===== config.mk =====
export PLATFORM = sky130hd
export DESIGN_NAME = mod10_cmd_scheduler
export DESIGN_NICKNAME = d
export VERILOG_FILES = /design/src/rtl/mod10_sched_pkg.sv /design/src/rtl/mod10_rr_arbiter.sv /design/src/rtl/mod10_cmd_scheduler.sv
export SDC_FILE = /design/constraint.sdc
export NUM_CORES = 1
export LEC_CHECK = 0
export CAP_MARGIN = 0
export CORE_MARGIN = 2
export CORE_UTILIZATION = 43
export CTS_BUF_LIST = sky130_fd_sc_hd__clkbuf_8
export CTS_CLUSTER_DIAMETER = 50
export DETAILED_ROUTE_END_ITERATION = 6
export GPL_ROUTABILITY_DRIVEN = 0
export GPL_TIMING_DRIVEN = 1
export PLACE_DENSITY = 0.79
export SLEW_MARGIN = 40
export SYNTH_ARGS = -nofsm -noshare
export SYNTH_HDL_FRONTEND = slang
export SYNTH_SLANG_ARGS = --single-unit

===== constraint.sdc =====
create_clock -name Clock -period 5.55 [get_ports Clock]
set_input_delay 1.11 -clock Clock [delete_from_list [all_inputs] [get_ports Clock]]
set_output_delay 1.11 -clock Clock [all_outputs]
set_load 0.02 [all_outputs]

===== src/rtl/mod10_sched_pkg.sv =====
// Shared types and helpers for the mod-10 command scheduler: mode codes,
// FSM state encoding and the BCD digit step function.
package mod10_sched_pkg;

    localparam logic [1:0] MODE_HOLD = 2'b00;
    localparam logic [1:0] MODE_INC1 = 2'b01;
    localparam logic [1:0] MODE_INC2 = 2'b10;
    localparam logic [1:0] MODE_DEC  = 2'b11;

    typedef enum logic [1:0] {
        ST_IDLE = 2'b00,
        ST_RUN  = 2'b01,
        ST_DONE = 2'b10
    } state_t;

    function automatic logic [3:0] bcd_next(input logic [3:0] d, input logic [1:0] mode);
        logic [3:0] r;
        r = d;
        case (mode)
            MODE_HOLD: r = d;
            MODE_INC1: r = (d >= 4'd9) ? 4'd0 : d + 4'd1;
            MODE_INC2: begin
                if (d == 4'd8)      r = 4'd0;
                else if (d >= 4'd9) r = 4'd1;
                else                r = d + 4'd2;
            end
            MODE_DEC:  r = (d == 4'd0) ? 4'd9 : d - 4'd1;
            default:   r = d;
        endcase
        return r;
    endfunction

endpackage


===== src/rtl/mod10_rr_arbiter.sv =====
// Round-robin arbiter: one-hot grant starting the search at the pointer,
// pointer moves one past the winner when advance is high.
module mod10_rr_arbiter #(
    parameter int NREQ = 4
) (
    input  logic            Clock,
    input  logic            resetn,
    input  logic [NREQ-1:0] req,
    input  logic            advance,
    output logic [NREQ-1:0] grant
);

    localparam int PW = (NREQ > 1) ? $clog2(NREQ) : 1;

    logic [PW-1:0] ptr_q;
    logic [PW-1:0] ptr_d;
    logic          found;

    // First pass covers indices at/after the pointer, second pass the wrap-around.
    always_comb begin
        grant = '0;
        ptr_d = ptr_q;
        found = 1'b0;
        for (int i = 0; i < NREQ; i++) begin
            if (!found && req[i] && (PW'(i) >= ptr_q)) begin
                found    = 1'b1;
                grant[i] = 1'b1;
                ptr_d    = (i == NREQ - 1) ? '0 : PW'(i + 1);
            end
        end
        for (int i = 0; i < NREQ; i++) begin
            if (!found && req[i]) begin
                found    = 1'b1;
                grant[i] = 1'b1;
                ptr_d    = (i == NREQ - 1) ? '0 : PW'(i + 1);
            end
        end
    end

    always_ff @(posedge Clock) begin
        if (!resetn)      ptr_q <= '0;
        else if (advance) ptr_q <= ptr_d;
    end

endmodule


===== src/rtl/mod10_cmd_scheduler.sv =====
// Shares one mod-10 counter between NREQ requesters, running one command at a time.
// Optional abort support is enabled with MOD10_SCHED_ABORT_EN.
module mod10_cmd_scheduler
    import mod10_sched_pkg::*;
#(
    parameter int NREQ  = 4,
    parameter int CNT_W = 4
) (
    input  logic                    Clock,
    input  logic                    resetn,
    input  logic [NREQ-1:0]         req,
    input  logic [2*NREQ-1:0]       req_mode,
    input  logic [CNT_W*NREQ-1:0]   req_steps,
`ifdef MOD10_SCHED_ABORT_EN
    input  logic                    abort,
`endif
    output logic [NREQ-1:0]         gnt,
    output logic                    busy,
    output logic [1:0]              w_out,
    output logic                    step_en,
    output logic [3:0]              digit,
    output logic                    done,
`ifdef MOD10_SCHED_ABORT_EN
    output logic                    done_abort,
`endif
    output logic [$clog2(NREQ)-1:0] done_id
);

    // state   | meaning
    // IDLE    | waiting for requests; grants and latches a command
    // RUN     | one counter step per cycle until the count runs out
    // DONE    | one-cycle completion pulse with the requester id

    localparam int IDW = $clog2(NREQ);

    state_t           state_q, state_d;
    logic [1:0]       mode_q, mode_d;
    logic [CNT_W-1:0] cnt_q, cnt_d;
    logic [IDW-1:0]   id_q, id_d;
    logic [3:0]       digit_q, digit_d;
`ifdef MOD10_SCHED_ABORT_EN
    logic             abort_q, abort_d;
`endif

    logic [NREQ-1:0]  arb_req;
    logic [NREQ-1:0]  grant;
    logic             advance;
    logic [IDW-1:0]   win_id;
    logic [1:0]       sel_mode;
    logic [CNT_W-1:0] sel_steps;

    // Gate with resetn so no grant is shown in a cycle whose edge will reset.
    assign arb_req = (state_q == ST_IDLE && resetn) ? req : '0;
    assign advance = |arb_req;

    mod10_rr_arbiter #(.NREQ(NREQ)) u_arb (
        .Clock   (Clock),
        .resetn  (resetn),
        .req     (arb_req),
        .advance (advance),
        .grant   (grant)
    );

    always_comb begin
        win_id    = '0;
        sel_mode  = MODE_HOLD;
        sel_steps = '0;
        for (int i = 0; i < NREQ; i++) begin
            if (grant[i]) begin
                win_id    = IDW'(i);
                sel_mode  = req_mode[2*i +: 2];
                sel_steps = req_steps[CNT_W*i +: CNT_W];
            end
        end
    end

    always_ff @(posedge Clock) begin
        if (!resetn) begin
            state_q <= ST_IDLE;
            mode_q  <= MODE_HOLD;
            cnt_q   <= '0;
            id_q    <= '0;
            digit_q <= 4'd0;
`ifdef MOD10_SCHED_ABORT_EN
            abort_q <= 1'b0;
`endif
        end else begin
            state_q <= state_d;
            mode_q  <= mode_d;
            cnt_q   <= cnt_d;
            id_q    <= id_d;
            digit_q <= digit_d;
`ifdef MOD10_SCHED_ABORT_EN
            abort_q <= abort_d;
`endif
        end
    end

    always_comb begin
        state_d = state_q;
        mode_d  = mode_q;
        cnt_d   = cnt_q;
        id_d    = id_q;
        digit_d = digit_q;
`ifdef MOD10_SCHED_ABORT_EN
        abort_d = abort_q;
`endif
        case (state_q)
            ST_IDLE: begin
                if (advance) begin
                    mode_d  = sel_mode;
                    cnt_d   = sel_steps;
                    id_d    = win_id;
`ifdef MOD10_SCHED_ABORT_EN
                    abort_d = 1'b0;
`endif
                    state_d = (sel_steps != '0) ? ST_RUN : ST_DONE;
                end
            end
            ST_RUN: begin
`ifdef MOD10_SCHED_ABORT_EN
                if (abort) begin
                    abort_d = 1'b1;
                    state_d = ST_DONE;
                end else
`endif
                begin
                    digit_d = bcd_next(digit_q, mode_q);
                    cnt_d   = cnt_q - 1'b1;
                    if (cnt_q == CNT_W'(1)) state_d = ST_DONE;
                end
            end
            ST_DONE: state_d = ST_IDLE;
            default: state_d = ST_IDLE;
        endcase
    end

    always_comb begin
        gnt     = grant;
        busy    = (state_q != ST_IDLE) || advance;
        step_en = (state_q == ST_RUN);
`ifdef MOD10_SCHED_ABORT_EN
        if (abort) step_en = 1'b0;
        done_abort = (state_q == ST_DONE) && abort_q;
`endif
        w_out   = step_en ? mode_q : MODE_HOLD;
        done    = (state_q == ST_DONE);
        done_id = done ? id_q : '0;
        digit   = digit_q;
    end

endmodule

==> metrics.txt, run 1 <==
Vias/cell roughly 5.9; Setup-failing EPs final 0; Routed wire per std cell 14.66 um; CTS tree built; Final Core Density 0.6067; post-cts resize count 0; mean area per synthesized cell between 7 and 8 um2; remaining routing DRC violations 0; Async SR Flop Fraction 0; cell internal pwr approximately 380 uW; Seq cells post-synth 16; Leak approximately 0.66 nW; pre-CTS setup slack 897.1 ps; Area Growth Syn to Fin 37.13%; Period minus WS final about 4700 ps; ant diodes 0; CP Max Fanout 8; synth unique cells 48; Critical Path Sink Type output port; initial DRC count 93; # clock sinks 16; most common cell in the netlist nor2_1; Main synth FF type dfxtp_1; Core Area approximately 0.0030 mm2; vias in the first global route 1410; Die Ht between 50 and 60 um; Seq pwr share 0.303; worst skew pair latency ~250 ps; critical path class primary input to output port; final setup margin 855.0 ps; status completed; initial core utilization 0.4424; antenna viol nets, final 0; Die Span X between 50 and 60 um; Pwr Density 375.6 mW/mm2; worst setup path endpoint gnt[1]; hold path start id_q[0]; first-pass GRT wire length roughly 6.0 mm; maxcap violations 0; VDD IR-drop max 185.9 uV; top post-synthesis cells by count nor2_1, dfxtp_1, a21oi_1; Hold Buf Count CTS 0; WP data arrival roughly 3600 ps; largest net degree at the start of global routing 15; total grt overflow 0; CTS buffer count 3; row count 20; Critical path origin resetn; H-tree depth 1; mapped cell area 0.001318 mm2; synth top area cells dfxtp_1, ha_1, a21oi_1; worst reg2reg endpoint state_q[0]; total track usage 0.2200; slew at the pin with the worst max-slew slack approximately 510 ps; Required @ worst endpoint around 4400 ps; sw power between 200 and 300 uW; via count around 1500; area leader, netlist dfxtp_1; first-pass iteration count of the detailed router 4; Synth Instances 176; RSZ-0062 raised after global routing false; PortBufs 44; Final period util 0.8459; warnings from Yosys 0; clock share of power 0.156; Total Wirelength 3.636 mm; Logic pwr share 0.541; setup tns final 0 ps; post-synth top area share 0.2431; Sw Ratio 0.4342; clock transition at the registers of the reported paths approximately 70 ps; final slew viol count 0; initial antenna violation count 0; Worst Skew between 3 and 4 ps; Worst Setup Start Kind primary input; Hold Vio Cnt, Final 0; sequential share of the synthesized area 0.2431; die area 0.003523 mm2; fin nets 254; root cell of the clock tree clkbuf_8; Synth Net Count between 200 and 250; min-delay worst type flop to flop; f_max approximately 0.21 GHz; Clock Tree Buf Depth 2; dpl hpwl roughly 2.8 mm; R2R Setup Slk about 3400 ps; IO Pins 45; R2R Path Start u_arb.ptr_q[0]; Relative slew margins 0.6569; post-CTS setup buffers 0; number of flops mapped to enable cells by yosys 0; share of cells above drive strength 1 0.06512; worst-case reg-to-reg path depth 7
==> cells in the final DEF (no fill, tap or decap), drive strengths merged, types with 3 or more instances in the layout <==
cell type and count:
a21o 3, nand2b 8, ha 8, a21oi 15, nor2b 4, or2 3
a22oi 5, nand2 13, inv 10, nor3b 3, and2 5, nor3 5
o21ai 8, nand3 9, dfxtp 16, nor2 17, clkdlybuf4s50 44, a2111oi 3
a41oi 3, clkbuf 4, a31oi 7
==> flip-flops by register name, indices dropped and copies added, names as in the netlist <==
register / flops
cnt_q: 4
digit: 4
id_q: 2
mode_q: 2
state_q: 2
u_arb.ptr_q: 2
==> worst min-delay path by stage <==
| stage | to | slack [ps] | cells after the start |
|---|---|---|---|
| floorplan | id_q[0] | 460 | 2 |
| global placement | id_q[0] | 500 | 2 |
| detailed placement | id_q[0] | 500 | 2 |
| CTS | id_q[0] | 510 | 2 |
| global route | id_q[1] | 570 | 2 |
| finish | id_q[0] | 510 | 2 |
==> power by group through the flow <==
stage,clock network (mW),logic [mW],registers [mW]
floorplan,0,0.261,0.194
global placement,0,0.362,0.207
detailed placement,0,0.365,0.206
CTS,0.108,0.367,0.204
global route,0.112,0.410,0.212
finish,0.106,0.367,0.205
==> critical path: stages <==
cell	delay (ps)
clkdlybuf4s50_1	610
or3b_1	510
nor3b_2	330
and2_0	360
clkdlybuf4s50_1	670
==> metal layers <==
layer	part of all wire	vias up	global-route usage
li1	-	718	-
met1	0.44	680	0.2687
met3	0.055	9	0.03930
met4	0.021	0	0.1071
met5	0	-	0
met2	0.49	58	0.3689
==> per-stage QoR <==
step	hold WS, ps	instance area [um2]	cells	total power, mW
after CTS	513.6	1807	248	0.6789
after detailed placement	497.1	1752	244	0.5710
final	512.2	1807	248	0.6786
after floorplan	456.1	1318	176	0.4549
after global routing	569.9	1807	248	0.7346
after global placement	499.2	1752	244	0.5684
==> kinds of logic after synthesis <==
family                     share of synthesized area
AOI/OAI and AO/OA                             0.3058
DFF                                           0.2431
buffers and inverters                        0.07123
xor gates and xnor gates                    0.006649
and+or+nand+nor                               0.2972
adders and majority gates                    0.07598
==> final cells by class <==
cell class	count	area, um2
Inverter	12	46.29
Clock buffer	4	55.05
Tap cell	33	41.29
Timing Repair Buffer	44	440.4
Sequential cell	16	320.3
Fill cell	281	1171
Multi-Input combinational cell	139	903.4
No activity file was read; power rests on OpenSTA's default activity.
==> inputs of run 2 (changes only) <==
Settings changed: CORE_UTILIZATION 43 to 42, PLACE_DENSITY 0.79 to 0.81.
Clock period 5.55 ns to 4.2 ns, I/O delays scaled along.
==> run 2 against run 1 <==
Die area grew 2.2%. Combinational power grew 36%. Sequential power grew 32%. First-iteration DRC count grew 8.6%. Total power grew 33%. Clock power grew 29%. Register-to-register slack lost 1400 ps.
==> metrics.txt, run 2 (synthesis results as in run 1) <==
Sequential cell area 320.3 um2 (unchanged); ant diodes 0 (unchanged); R2R Path Start u_arb.ptr_q[0]; Hold Vio Cnt, Final 0 (unchanged); cell internal pwr 517.0 uW (+35%); Hold Buf Count CTS 0 (unchanged); Sw Ratio 0.4291 (-0.005092); via count 1448 (-1.2%); most frequent cells in the layout clkdlybuf4s50_1, nor2_1, dfxtp_1; min-delay worst type flop to flop; sw power 388.6 uW (+32%); H-tree depth 1 (unchanged); Core Area 0.003028 mm2 (+1.7%); Logic pwr share 0.550 (+0.009); hold path start id_q[0]; CTS tree built; Required @ worst endpoint 3360 ps (-1080 ps); Worst Skew 3.053 ps (-0.3430 ps); PortBufs 44 (unchanged); slew at the pin with the worst max-slew slack 464.3 ps (-49.10 ps); post-cts resize count 0 (unchanged); most common cell after layout, fill and taps aside clkdlybuf4s50_1; row count 20 (unchanged); clock transition at the registers of the reported paths 70 ps (about the same); first-pass GRT wire length 6.292 mm (+5.1%); worst skew pair latency 250 ps (about the same); final slew viol count 0 (unchanged); worst hold stages 2 (unchanged); Area Growth Syn to Fin 41.60%; largest net degree at the start of global routing 15 (unchanged); Relative slew margins 0.6897 (+0.03282); worst min-delay path endpoint id_q[0]; Die Span X 60.01 um (+1.1%); Setup-failing EPs final 0 (unchanged); VDD IR-drop max 326.7 uV (+76%); Total Wirelength 3.630 mm (-0.17%); total track usage 0.2291 (+0.009129); R2R Setup Slk 2020 ps (-1390 ps); die area 0.003601 mm2 (+2.2%); CTS buffer count 3 (unchanged); initial antenna violation count 0 (unchanged); antenna viol nets, final 0 (unchanged); Final period util 0.9296; initial DRC count 101 (+8.6%); Worst Setup Start Kind primary input; Vias/cell 5.464 (-7.5%); setup tns final 0 ps (unchanged); RSZ-0062 raised after global routing false; multi-input logic area 903.4 um2 (unchanged); f_max 0.2561 GHz; maxcap violations 0 (unchanged); root cell of the clock tree clkbuf_8; share of cells above drive strength 1 0.09050 (+0.02538); Pwr Density 485.4 mW/mm2 (+29%); vias in the first global route 1417 (+0.50%); remaining routing DRC violations 0 (unchanged); Critical Path Sink Type output port; CP Max Fanout 6 (-2); Routed wire per std cell 13.70 um (-6.6%); IO Pins 45 (unchanged); Layout fillers 276 (-1.8%); fin nets 260 (+2.4%); dpl hpwl 2.854 mm (+1.3%); WP data arrival 3060 ps (-530 ps); initial core utilization 0.4351 (-0.007313); Die Ht 60.01 um (+1.1%); worst-case reg-to-reg path depth 7 (unchanged); first-pass iteration count of the detailed router 4 (unchanged); Leak 0.6944 nW (+4.5%); Seq pwr share 0.299 (-0.004); post-CTS setup buffers 0 (unchanged); # clock sinks 16 (unchanged); status completed; total grt overflow 0 (unchanged); clock share of power 0.151 (-0.005); Clock Tree Buf Depth 2 (unchanged); worst reg2reg endpoint state_q[0]; critical path class primary input to output port; Final Core Density 0.6161 (+0.009393); Period minus WS final 3904 ps
run 2: how the worst max path moves through the flow:
stage / startpoint / end / slack, ps / depth (start not counted)
4_1_cts: resetn / gnt[0] / 280 / 5
6_report: resetn / gnt[0] / 300 / 5
2_1_floorplan: resetn / gnt[2] / 1270 / 6
5_1_grt: resetn / gnt[0] / 180 / 5
3_5_place_dp: resetn / gnt[2] / 290 / 5
3_3_place_gp: resetn / gnt[2] / 340 / 5
run 2: area by class of cell:
cell class	count	area share
Clock buffer	4	0.02951
Sequential cell	16	0.1717
Timing Repair Buffer	50	0.2602
Inverter	12	0.02482
Multi-Input combinational cell	139	0.4842
Tap cell	44	0.02951
run 2: critical path: stages:
cell and delay (ps):
clkdlybuf4s50_1 490, or3b_1 480, a2111oi_1 410, or2_2 230, clkdlybuf4s50_1 610
run 2: per-layer routing:
layer | wire [um] | vias to the layer above | share of wire | global-route usage
met2 | 1768 | 39 | 0.49 | 0.3866
met1 | 1673 | 667 | 0.46 | 0.2932
met5 | 0 | - | 0 | 0
li1 | - | 734 | - | -
met3 | 119 | 8 | 0.033 | 0.03463
met4 | 68 | 0 | 0.019 | 0.08254
run 2: power by group through the flow:
stage | logic [mW] | clock network [mW] | registers (mW)
2_1_floorplan | 0.344 | 0 | 0.257
3_3_place_gp | 0.486 | 0 | 0.273
3_5_place_dp | 0.492 | 0 | 0.273
4_1_cts | 0.499 | 0.137 | 0.270
5_1_grt | 0.555 | 0.144 | 0.283
6_report | 0.498 | 0.137 | 0.271
run 2: stage by stage:
step / cell area [um2] / setup WS, ps / power (mW) / hold slack (ps) / std cells
after floorplan: 1318 / 1267 / 0.6011 / 456.1 / 176
after global placement: 1810 / 337.2 / 0.7588 / 503.9 / 261
after detailed placement: 1810 / 286.5 / 0.7647 / 484.9 / 261
after CTS: 1866 / 276.6 / 0.9053 / 499.7 / 265
after global routing: 1866 / 183.7 / 0.9820 / 546.4 / 265
final: 1866 / 295.7 / 0.9056 / 501.6 / 265
